==> src/rtl/req_encoder8x3_if.sv <==
// Request-in / result-out handshake bundle for req_encoder8x3.
// master drives requests and consumes results; slave is the encoder.
interface req_encoder8x3_if;
    logic [7:0] req;
    logic       in_valid;
    logic       in_ready;
    logic [2:0] idx;
    logic [7:0] grant;
    logic       none;
    logic       multi;
    logic       out_valid;
    logic       out_ready;

    modport master (
        output req, in_valid, out_ready,
        input  in_ready, idx, grant, none, multi, out_valid
    );

    modport slave (
        input  req, in_valid, out_ready,
        output in_ready, idx, grant, none, multi, out_valid
    );
endinterface

==> src/rtl/req_encoder8x3.sv <==
// Registered 8-to-3 request encoder, fixed or rotating priority.
// Index i maps to vector bit (7-i); grant is 8'h80 >> idx, or 8'h00 when no request.
module req_encoder8x3 #(
    parameter bit ROUND_ROBIN = 1'b0
) (
    input  logic            clk,
    input  logic            rst,
    req_encoder8x3_if.slave bus
);
    // Handshake: a transfer happens on a rising edge where valid && ready.
    // in_ready is combinational from out_valid/out_ready/rst so a single output
    // register sustains one result per cycle; the result holds while out_ready=0.
    logic       out_valid_q;
    logic [2:0] idx_q;
    logic [7:0] grant_q;
    logic       none_q;
    logic       multi_q;
    logic [2:0] ptr_q;

    logic       capture;
    logic [2:0] win;
    logic       req_any;
    logic       req_multi;
    logic [2:0] cand;

    assign bus.in_ready  = !rst && (!out_valid_q || bus.out_ready);
    assign capture       = bus.in_valid && bus.in_ready;
    assign req_any       = |bus.req;
    assign req_multi     = (bus.req & (bus.req - 8'd1)) != 8'd0;

    // Scan from lowest priority to highest so the last hit is the winner.
    always_comb begin
        win  = 3'd0;
        cand = 3'd0;
        for (int k = 7; k >= 0; k--) begin
            cand = ROUND_ROBIN ? (ptr_q + 3'(k)) : 3'(k);
            if (bus.req[3'd7 - cand]) begin
                win = cand;
            end
        end
    end

    always_ff @(posedge clk) begin
        if (rst) begin
            out_valid_q <= 1'b0;
            idx_q       <= 3'd0;
            grant_q     <= 8'h00;
            none_q      <= 1'b0;
            multi_q     <= 1'b0;
            ptr_q       <= 3'd0;
        end else if (capture) begin
            out_valid_q <= 1'b1;
            idx_q       <= win;
            grant_q     <= req_any ? (8'h80 >> win) : 8'h00;
            none_q      <= !req_any;
            multi_q     <= req_multi;
            if (ROUND_ROBIN && req_any) begin
                ptr_q <= win + 3'd1;
            end
        end else if (bus.out_ready) begin
            out_valid_q <= 1'b0;
        end
    end

    assign bus.out_valid = out_valid_q;
    assign bus.idx       = idx_q;
    assign bus.grant     = grant_q;
    assign bus.none      = none_q;
    assign bus.multi     = multi_q;
endmodule

==> src/flat_wrapper.sv <==
// flat-port wrapper written by rule: the top's interface ports become plain ports
module req_encoder8x3_flat 
#(
    parameter bit ROUND_ROBIN = 1'b0
)
  (clk, rst, bus_req, bus_in_valid, bus_out_ready, bus_in_ready, bus_idx, bus_grant, bus_none, bus_multi, bus_out_valid);
  req_encoder8x3_if bus_i ();
  input  logic clk;
  input  logic rst;
  input wire logic [$bits(bus_i.req)-1:0] bus_req;
  input wire logic [$bits(bus_i.in_valid)-1:0] bus_in_valid;
  input wire logic [$bits(bus_i.out_ready)-1:0] bus_out_ready;
  output wire logic [$bits(bus_i.in_ready)-1:0] bus_in_ready;
  output wire logic [$bits(bus_i.idx)-1:0] bus_idx;
  output wire logic [$bits(bus_i.grant)-1:0] bus_grant;
  output wire logic [$bits(bus_i.none)-1:0] bus_none;
  output wire logic [$bits(bus_i.multi)-1:0] bus_multi;
  output wire logic [$bits(bus_i.out_valid)-1:0] bus_out_valid;
  assign bus_i.req = bus_req;
  assign bus_i.in_valid = bus_in_valid;
  assign bus_i.out_ready = bus_out_ready;
  assign bus_in_ready = bus_i.in_ready;
  assign bus_idx = bus_i.idx;
  assign bus_grant = bus_i.grant;
  assign bus_none = bus_i.none;
  assign bus_multi = bus_i.multi;
  assign bus_out_valid = bus_i.out_valid;
  req_encoder8x3 #(.ROUND_ROBIN(ROUND_ROBIN)) u_core (.clk(clk), .rst(rst), .bus(bus_i));
endmodule
==> config.mk <==
export PLATFORM = sky130hd
export DESIGN_NAME = req_encoder8x3_flat
export DESIGN_NICKNAME = d
export VERILOG_FILES = /design/src/rtl/req_encoder8x3_if.sv /design/src/rtl/req_encoder8x3.sv /design/src/flat_wrapper.sv
export SDC_FILE = /design/constraint.sdc
export NUM_CORES = 1
export LEC_CHECK = 0
export ABC_AREA = 1
export BUFFER_PORTS_ARGS = -buffer_cell sky130_fd_sc_hd__buf_2
export CELL_PAD_IN_SITES_DETAIL_PLACEMENT = 0
export CELL_PAD_IN_SITES_GLOBAL_PLACEMENT = 1
export CORE_UTILIZATION = 35
export DETAILED_ROUTE_END_ITERATION = 16
export GPL_ROUTABILITY_DRIVEN = 0
export PLACE_DENSITY_LB_ADDON = 0.1
export REMOVE_ABC_BUFFERS = 1
export SLEW_MARGIN = 25
export SYNTH_ARGS = -nofsm -noshare
export SYNTH_HDL_FRONTEND = slang
export SYNTH_SLANG_ARGS = --single-unit
==> constraint.sdc <==
create_clock -name clk -period 2.4 [get_ports clk]
set_input_delay 0.12 -clock clk [delete_from_list [all_inputs] [get_ports clk]]
set_output_delay 0.12 -clock clk [all_outputs]
set_load 0.01 [all_outputs]
==> key figures, run 1 <==
Status
  • Status: completed

Floorplan
  • Die Ht: ~48 um
  • Core area: around 2000 sq um
  • Die ar.: roughly 2300 sq um
  • Die width: between 40 and 50 um
  • Starting density of the core: between 30% and 40%
  • I/O pin count: 27
  • Cell Rows: 16

Timing
  • Clk_skew: 0.0145 ns
  • RSZ-0062 raised after global routing: false
  • Fmax: around 900 MHz
  • Endpoints failing setup: 0
  • Final Max Tran Viols: 0
  • Slew Limit Headroom: 81.3%
  • Worst-Margin Slew: 0.280 ns
  • Final hold vios: 0
  • Post-route setup TNS: 0 ns
  • Min Tclk post-route: about 1.1 ns
  • Period Utilization, post-route: between 40% and 50%

Worst setup path
  • Critical path depth: 7
  • CP bufs+invs: 1
  • Critical Path RT: between 2 and 3 ns
  • CP Data Arrival Time: between 1 and 1.5 ns
  • Crit path max fanout: 14
  • Critical path class: flop to flop
  • CP peak stage delay: approximately 0.35 ns
  • R2R depth: 7
  • CP Launch Type: flop
  • CP max-delay cell: dfxtp_1
  • Cell Chain, Critical Path: nand2_2 > nand2_4 > nor2_8 > inv_4 > nor2_2 > nand3_1 > a21oi_1
  • Crit end category: flop
  • CP top delay family: simple AND/OR/NAND/NOR gates

Place
  • Buffers added on ports: 26
  • Placed cell areas: roughly 900 sq um
  • Placed insts: approximately 160
  • Hpwl dp: ~1300 um

Layout
  • Share of layout cells above drive strength 1: between 30 and 40%
  • Fin area: slightly above 900 sq um
  • Fin cells: 159
  • NumNets Final: around 150
  • Fillers: around 230
  • Diodes inserted: 0
  • Area grow syn2layout: 24.7%

Synthesis
  • Synth warnings: 0
  • Post-synth top area share: between 30 and 40%
  • Synth Instances: around 100
  • Most frequent cells after synthesis: nand2_1, dfxtp_1, a21oi_1, inv_1, nand3_1
  • Post-synth ARST share: 0%
  • Post-synthesis cell type count: 23
  • Sequential share of the synthesized area: 37.4%
  • Top FF cell, synth: dfxtp_1
  • Top post-synthesis cells by area: dfxtp_1, nand2_1, a21oi_1
  • Synth area leader: dfxtp_1
  • Most common cell in the netlist: nand2_1
  • Mapped cell area: about 750 sq um
  • Synthesized area per cell: ~7.2 sq um
  • #FFs+latches synth: 14
  • Number of synthesized flops with an enable pin: 0

Routing
  • Vias per cell: 4.47
  • DR DRC count: 0
  • DRT Wirelength: 1670 um
  • DRT antenna net count: 0
  • Drt wl/cell: between 10 and 15 um
  • Vias: approximately 700
  • Initial DRC Count: 7
  • Detailed Routing Iterations Pass 1: 4

GRT
  • First-pass GRT wire length: 2560 um
  • Met1 usage: between 20 and 25%
  • Grt met2 use: between 20% and 30%
  • Pin count of the biggest net entering global routing: 15
  • Global route total overflow: 0
  • Tot GR Track Use: 16.3%
  • Grt peak-use layer: met2
  • Number of global-route vias before repair: between 600 and 700
  • Initial antenna violation count: 0
  • GR met3 Demand/Resource: roughly 3.7%

Clocking
  • Clock latency on the worst-skew pair: about 0.29 ns
  • CTS buffer count: 3
  • Postcts setup bufs: 0
  • Resized cells post-CTS: 0
  • CTS root buffer: clkbuf_4
  • CTS tree: yes
  • Reg clk slew, reported paths: roughly 0.10 ns
  • Hold Buf Count CTS: 0
  • # H-tree levels: 1
  • Clock sinks: 14
  • Clock tree buffer depth: 2

Job
  • Max-cap violations: 0

Power
  • Pwr dens: roughly 540 nW/um^2
  • P_leak: between 0.4 and 0.5 nW
  • VDD IR max: 0.295 mV

Worst hold path
  • Worst hold stages: 3
  • HP Class: primary input to flop
-- per-layer routing --
layer,vias up,routed length (um)
met1,301,871
met4,0,31
met2,22,681
met5,-,0
li1,384,-
met3,4,83
-- flip-flops by register name, indices dropped and copies added (netlist names) --
signal	flops
u_core.bus.none	1
u_core.bus.multi	1
u_core.bus.idx	3
u_core.bus.out_valid	1
u_core.bus.grant	8
-- worst reg2reg max path: cells and delay by family, from the launching register on --
kind,cells,cell delay [ns]
AND/OR/NAND/NOR,5,0.49
buffers and inverters,1,0.10
AO/OA/AOI/OAI,1,0.11
flip-flops,1,0.35
-- worst paths after layout --
path         slack, ns            startpoint                   to
max               1.29  u_core.bus.out_valid  u_core.bus.grant[5]
min               0.11            bus_req[7]  u_core.bus.grant[7]
max reg2reg       1.29  u_core.bus.out_valid  u_core.bus.grant[5]
min reg2reg       0.47   u_core.bus.grant[7]  u_core.bus.grant[7]
-- power by group --
group	internal, mW	total (mW)	switching [mW]
Clock	0.0923	0.173	0.0808
Sequential	0.240	0.243	0.00394
Combinational	0.0302	0.0841	0.0538
Total	0.362	0.501	0.139
-- cell type report --
cell class / instances / area [sq um] / area share (%)
inverters: 13 / 51.3 / 5.49
multi-input cells: 75 / 403 / 43.1
repair buffers: 26 / 130 / 13.9
clock buffers: 4 / 36.3 / 3.88
flip-flops and latches: 14 / 280 / 30.0
well taps: 27 / 33.8 / 3.61
-- cell usage in the layout, fill, tap and decap left out, types with 2 or more instances in the layout --
master and count:
nand2_2 4, dfxtp_1 14, a21oi_2 3, nand2_1 29
inv_2 2, nor2_2 3, o21ai_0 2, nor2_1 6
inv_1 10, a21oi_1 10, clkbuf_4 3, nand3_1 7
nor2_4 3, buf_2 26
-- metrics by stage --
step / utilization (%) / hold slack [ns] / power (mW) / setup slack, ns
final: 47.2 / 0.112 / 0.501 / 1.29
after floorplan: - / 0.182 / 0.299 / 1.34
after CTS: 47.2 / 0.111 / 0.507 / 1.28
after detailed placement: 45.3 / 0.425 / 0.334 / 1.27
after global placement: 45.3 / 0.445 / 0.333 / 1.30
after global routing: 47.2 / 0.125 / 0.533 / 1.16
-- logic make-up (layout without fill, tap and decap cells) --
family	after synthesis	in the layout	share of synthesized area, %
AO/OA/AOI/OAI	18	18	14.2
buffers and inverters	15	43	8.85
flip-flops	14	14	37.4
AND/OR/NAND/NOR	57	57	39.6
No activity file was read; power rests on OpenSTA's default activity.
==> run 2, diff against run 1 <==
CORE_ASPECT_RATIO = 1.75   (was default)
CORE_UTILIZATION = 29   (was 35)
clock period = 1 ns   (was 2.4 ns; I/O delays follow)
==> run 2 against run 1 <==
The run now ends with negative setup slack left; final area increased by 11%; via count increased by 6.9%; core utilization is 5.0 points lower; wire length increased by 8.8%; highest routed layer unchanged; clock skew is 0.010 ns lower; first-iteration DRC count grew 43%; largest power group unchanged.
==> key figures, run 2 (same netlist as run 1, synthesis figures left out) <==
GRT
  • Number of global-route vias before repair: 692 (+13%)
  • First-pass GRT wire length: 2880 um (+12%)
  • Initial antenna violation count: 0 (unchanged)
  • Global route total overflow: 0 (unchanged)
  • Tot GR Track Use: 14.6% (-1.7 points)
  • Pin count of the biggest net entering global routing: 15 (unchanged)

Floorplan
  • Cell Rows: 24 (+8)
  • I/O pin count: 27 (unchanged)
  • Die Ht: 69.3 um (+43%)
  • Die ar.: 2800 sq um (+20%)
  • Starting density of the core: 30.4% (-7.4 points)
  • Core area: 2460 sq um (+24%)
  • Die width: 40.4 um (-16%)

Timing
  • Period Utilization, post-route: 104% (+58 points)
  • Clk_skew: 0.00447 ns (-0.0101 ns)
  • Post-route setup TNS: -0.166 ns (-0.166 ns)
  • Final hold vios: 0 (unchanged)
  • Slew Limit Headroom: 86.6% (+5.3 points)
  • Hold_ws: 0.0283 ns (-0.0841 ns)
  • Fmax: 963 MHz (+6.7%)
  • Min Tclk post-route: 1.04 ns (-0.0698 ns)
  • Final Worst Setup Slack: -0.0388 ns (-1.33 ns)
  • Final Max Tran Viols: 0 (unchanged)
  • RSZ-0062 raised after global routing: true
  • Worst-Margin Slew: 0.199 ns (-0.0809 ns)
  • Endpoints failing setup: 10 (+10)

Clocking
  • Reg clk slew, reported paths: 0.06 ns (-0.04 ns)
  • # H-tree levels: 1 (unchanged)
  • CTS root buffer: clkbuf_8
  • Clock latency on the worst-skew pair: 0.25 ns (-0.04 ns)
  • Clock tree buffer depth: 2 (unchanged)
  • CTS tree: yes
  • CTS buffer count: 3 (unchanged)
  • Hold Buf Count CTS: 0 (unchanged)
  • Clock sinks: 14 (unchanged)

Layout
  • Register area: 282 sq um (+0.45%)
  • Most common library cell in the layout ignoring fill and taps: nand2_1
  • Fillers: 277 (+23%)
  • Fin cells: 164 (+3.1%)
  • Area of the multi-input gates: 438 sq um (+8.7%)
  • Share of layout cells above drive strength 1: 45.7% (+8.5 points)
  • Most frequent cells in the layout: nand2_1, buf_2, dfxtp_1
  • Max FFs per register: 8 (unchanged)
  • Area grow syn2layout: 38.6%
  • NumNets Final: 152 (+4.8%)
  • Diodes inserted: 0 (unchanged)

Place
  • Buffers added on ports: 26 (unchanged)
  • Hpwl dp: 1440 um (+12%)
  • Post-place setup slack: -0.0707 ns (-1.34 ns)
  • Placed insts: 159 (+2.6%)

Power
  • P_leak: 0.503 nW (+9.2%)
  • Pwr dens: 1250 nW/um^2 (+130%)
  • VDD IR max: 0.465 mV (+58%)

Routing
  • Detailed Routing Iterations Pass 1: 2 (-2)
  • DR DRC count: 0 (unchanged)
  • Vias: 760 (+6.9%)
  • Drt wl/cell: 11.1 um (+5.5%)
  • DRT antenna net count: 0 (unchanged)
  • Vias per cell: 4.63 (+3.6%)
  • Initial DRC Count: 10 (+3)
  • DRT Wirelength: 1810 um (+8.8%)

Status
  • Status: finished with violations
  • Failing checks: negative setup slack

Job
  • Max-cap violations: 0 (unchanged)

Worst setup path
  • Crit path max fanout: 5 (-9)
  • CP Data Arrival Time: 1.22 ns (-0.10 ns)
  • Critical path class: flop to flop
  • Crit end category: flop
  • Critical Path RT: 1.18 ns (-1.43 ns)
  • CP Launch Type: flop

Worst hold path
  • HP Class: primary input to flop
run 2: cell count changes in the layout (fill, tap and decap cells not counted), sizes merged:
cell	change
buf	+7
clkbuf	-1
run 2: per-layer routing:
layer / vias up / share of wire (%) / GRT usage [%] / wire, um
met2: 19 / 53 / 23.1 / 964
met1: 338 / 41 / 16.5 / 746
li1: 398 / - / - / -
met3: 5 / 2.9 / 2.88 / 53
met5: - / 0 / 0 / 0
met4: 0 / 2.8 / 8.89 / 50
run 2: final cells by class:
type	count	area share [%]
clock buffers	3	3.98
inverters	13	5.42
well taps	26	3.13
flip-flops and latches	14	27.1
multi-input cells	75	42.2
repair buffers	33	18.2
run 2: final timing paths:
check,slack (ns),depth (start not counted),start,endpoint
worst max-delay path,-0.04,5,u_core.bus.out_valid,u_core.bus.grant[3]
worst min-delay path,0.03,2,rst,u_core.bus.out_valid
worst max register to register,-0.04,5,u_core.bus.out_valid,u_core.bus.grant[3]
worst min register to register,0.46,2,u_core.bus.grant[2],u_core.bus.grant[2]
run 2: power breakdown:
| part | internal, mW | switching (mW) |
|---|---|---|
| registers | 0.576 | 0.00947 |
| logic | 0.0967 | 0.144 |
| clock network | 0.267 | 0.205 |
| total | 0.940 | 0.358 |
run 2: per-stage QoR:
| stage | power [mW] | util, % | area (sq um) |
|---|---|---|---|
| 3_3_place_gp | 0.817 | 38.0 | 935 |
| 3_5_place_dp | 0.819 | 38.0 | 935 |
| 4_1_cts | 1.29 | 40.9 | 1010 |
| 2_1_floorplan | 0.717 | - | 734 |
| 6_report | 1.30 | 42.2 | 1040 |
| 5_1_grt | 1.34 | 42.2 | 1040 |
run 2: worst max-delay path, stage by stage (launching register included):
cell and delay (ns):
dfxtp_2 0.33, a21oi_2 0.16, nand3_2 0.10, nor2_4 0.15, nand4_1 0.10, a21oi_1 0.12
run 2: repair_timing:
| item | 4_1_cts | 5_1_grt |
|---|---|---|
| resized for setup | 7 | 6 |
| pin swaps | 4 | 6 |
| setup endpoints to repair | 11 | 13 |
| cloned | 0 | 0 |
| buffers inserted | 1 | 1 |
==> run 3, diff against run 2 <==
ABC_AREA = default   (was 1)
CORE_UTILIZATION = 30   (was 29)
==> run 3 against run 2 <==
Clock power shrank 12%; the flow still finishes with violations (negative setup slack); core utilization up 9.2 points; largest cell class unchanged; setup slack got worse by 0.060 ns; via count up 1.3%; register-to-register slack got worse by 0.06 ns; critical endpoint is now u_core.bus.grant[6]; clock skew is 0.0036 ns higher.
==> key figures, run 3 <==
Status
  • Status: finished with violations
  • Failing checks: negative setup slack

Worst setup path
  • Crit path max fanout: 7 (+2)
  • Critical Path RT: 1.19 ns (about the same)
  • CP dominant cell by count: buf_4
  • Crit end category: flop
  • Reg2Reg Setup Slack: -0.1 ns (-0.06 ns)
  • CP peak stage delay: 0.35 ns (+0.02 ns)
  • CP max-delay cell: dfxtp_2
  • CP bufs+invs: 2 (+2)
  • CP top delay family: flip-flops
  • CP Data Arrival Time: 1.29 ns (+0.07 ns)
  • Critical path class: flop to flop
  • Cell Chain, Critical Path: nor2b_4 > nor3_2 > buf_4 > buf_4 > nand3_2 > a21oi_1
  • CP Launch Type: flop

Floorplan
  • Starting density of the core: 32.3% (+1.9 points)
  • Core area: 2150 sq um (-13%)
  • Die ar.: 2520 sq um (-10%)
  • I/O pin count: 27 (unchanged)
  • Die width: 38.4 um (-5.1%)
  • Cell Rows: 22 (-8.3%)
  • Die Ht: 65.6 um (-5.2%)

Routing
  • DRT Wirelength: 1890 um (+4.1%)
  • DRT antenna net count: 0 (unchanged)
  • Detailed Routing Iterations Pass 1: 4 (+2)
  • M1 WL: 736 um (-1.3%)
  • DR DRC count: 0 (unchanged)
  • Met3 WL: 52 um (-1.9%)
  • Initial DRC Count: 6 (-4)
  • Drt wl/cell: 12.5 um (+13%)
  • Met2 wire len: 1070 um (+11%)
  • Vias per cell: 5.10 (+10%)
  • Vias: 770 (+1.3%)
  • Top Layer Used: met4

Worst hold path
  • HP Class: primary input to flop

Layout
  • Most frequent cells in the layout: buf_2, buf_4, dfxtp_1
  • Share of layout cells above drive strength 1: 54.3% (+8.7 points)
  • Fillers: 239 (-14%)
  • Max FFs per register: 8 (unchanged)
  • Most common library cell in the layout ignoring fill and taps: buf_2
  • Final core occ: 51.4% (+9.2 points)
  • Fin cells: 151 (-7.9%)
  • Area grow syn2layout: 58.9%
  • Fin area: 1100 sq um (+6.3%)
  • Diodes inserted: 0 (unchanged)
  • NumNets Final: 140 (-7.9%)

Power
  • Internal power: 920 uW (-2.1%)
  • P_leak: 0.488 nW (-2.9%)
  • Clock Power Share: 33.1% (-3.2 points)
  • Switching Share: 26.7% (-0.86 points)
  • VDD IR max: 0.779 mV (+67%)
  • Sequential power share: 46.3% (+1.2 points)
  • Comb pwr share: 20.6% (+2.1 points)
  • Sw power: 336 uW (-6.2%)
  • Pwr dens: 1140 nW/um^2 (-8.9%)

Timing
  • Slew Limit Headroom: 73.5% (-13 points)
  • Min Tclk post-route: 1.10 ns (+0.0603 ns)
  • RSZ-0062 raised after global routing: true
  • Final Worst Setup Slack: -0.0991 ns (-0.0603 ns)
  • Final Max Tran Viols: 0 (unchanged)
  • Endpoints failing setup: 14 (+4)
  • Final hold vios: 0 (unchanged)
  • Clk_skew: 0.00806 ns (+0.00359 ns)
  • Period Utilization, post-route: 110% (+6.0 points)
  • Worst-Margin Slew: 0.398 ns (+0.199 ns)
  • Fmax: 910 MHz (-5.5%)

Place
  • Buffers added on ports: 26 (unchanged)
  • Hpwl dp: 1480 um (+2.8%)
  • Placed cell areas: 963 sq um (+3.1%)
  • Placed insts: 144 (-9.4%)

Clocking
  • Hold Buf Count CTS: 0 (unchanged)
  • Clock tree buffer depth: 2 (unchanged)
  • Clock latency on the worst-skew pair: 0.28 ns (+0.03 ns)
  • Reg clk slew, reported paths: 0.09 ns (+0.03 ns)
  • CTS root buffer: clkbuf_4
  • # H-tree levels: 1 (unchanged)
  • Clock sinks: 14 (unchanged)
  • CTS buffer count: 3 (unchanged)
  • CTS tree: yes

GRT
  • Number of global-route vias before repair: 706 (+2.0%)
  • Pin count of the biggest net entering global routing: 9 (-6)
  • Tot GR Track Use: 16.7% (+2.1 points)
  • First-pass GRT wire length: 2950 um (+2.4%)
  • Initial antenna violation count: 0 (unchanged)
  • Global route total overflow: 0 (unchanged)

Synthesis
  • Top post-synthesis cells by area: dfxtp_1, a21oi_1, nand2_1
  • Post-synthesis cell type count: 29 (+26%)
  • Synth warnings: 0 (unchanged)
  • Sequential share of the synthesized area: 40.4% (+3.0 points)
  • Most common cell in the netlist: dfxtp_1
  • Post-synth ARST share: 0% (unchanged)
  • Synth Instances: 80 (-23%)
  • Most frequent cells after synthesis: dfxtp_1, nand2_1, a21oi_1, nor2_1, nand3_1
  • Mapped cell area: 694 sq um (-7.3%)
  • Synth area leader: dfxtp_1
  • Post-synth top area share: 40.4% (+3.0 points)
  • #FFs+latches synth: 14 (unchanged)
  • Number of synthesized flops with an enable pin: 0 (unchanged)
  • Top FF cell, synth: dfxtp_1
  • Synthesized area per cell: 8.68 sq um (+20%)

Job
  • Max-cap violations: 0 (unchanged)
==> run 3: cell count changes after synthesis, moves of 3 or more <==
cell	before	now
nor2_4	3	0
inv_1	10	4
nand2_2	4	0
a21oi_2	3	0
nor2_2	3	0
nand2_1	29	10
==> run 3: final timing paths <==
check | cells after the start | to | startpoint
min reg2reg | 2 | u_core.bus.grant[4] | u_core.bus.grant[4]
max reg2reg | 6 | u_core.bus.grant[6] | u_core.bus.out_valid
max | 6 | u_core.bus.grant[6] | u_core.bus.out_valid
min | 2 | u_core.bus.out_valid | rst
==> run 3: repair_timing <==
item / in CTS / in global routing
gates resized for setup: 8 / 10
buffers inserted: 1 / 3
endpoints found under the setup margin: 14 / 14
pin swaps: 14 / 10
==> run 3: through the flow <==
stage / hold WS [ns] / setup TNS (ns) / setup slack, ns / total power, mW
after detailed placement: 0.334 / -3.21 / -0.417 / 0.819
after floorplan: 0.119 / -2.35 / -0.298 / 0.682
final: 0.0279 / -0.865 / -0.0991 / 1.26
after global routing: 0.0299 / -1.59 / -0.166 / 1.32
after CTS: 0.0190 / -0.721 / -0.107 / 1.25
after global placement: 0.333 / -3.01 / -0.378 / 0.818
==> run 3: logic make-up (layout without fill, tap and decap cells) <==
family	after synthesis	in the layout	synth area share [%]
AND/OR/NAND/NOR	36	36	28.6
AO/OA/AOI/OAI	22	22	24.7
adder cells (fa/ha/maj)	1	1	1.44
flip-flops	14	14	40.4
buffers and inverters	7	54	4.86
==> run 3: cell type report <==
| class | count | area (sq um) | area share, % |
|---|---|---|---|
| clock buffer | 4 | 36.3 | 3.29 |
| inverter | 4 | 15.0 | 1.36 |
| multi-input combinational | 59 | 444 | 40.2 |
| sequential | 14 | 282 | 25.5 |
| tap | 24 | 30.0 | 2.72 |
| timing repair buffer | 46 | 297 | 26.9 |
==> run 3: per-layer routing <==
layer / vias to the layer above / track usage [%]
met3: 4 / 2.03
li1: 389 / -
met1: 358 / 16.7
met2: 19 / 31.6
met4: 0 / 7.76
met5: - / 0
==> run 3: power groups by stage <==
| stage | clock (mW) | combinational (mW) | sequential (mW) |
|---|---|---|---|
| final | 0.415 | 0.259 | 0.582 |
| after global routing | 0.460 | 0.279 | 0.585 |
| after CTS | 0.436 | 0.236 | 0.583 |
| after detailed placement | 0 | 0.225 | 0.594 |
| after global placement | 0 | 0.223 | 0.594 |
| after floorplan | 0 | 0.0793 | 0.602 |
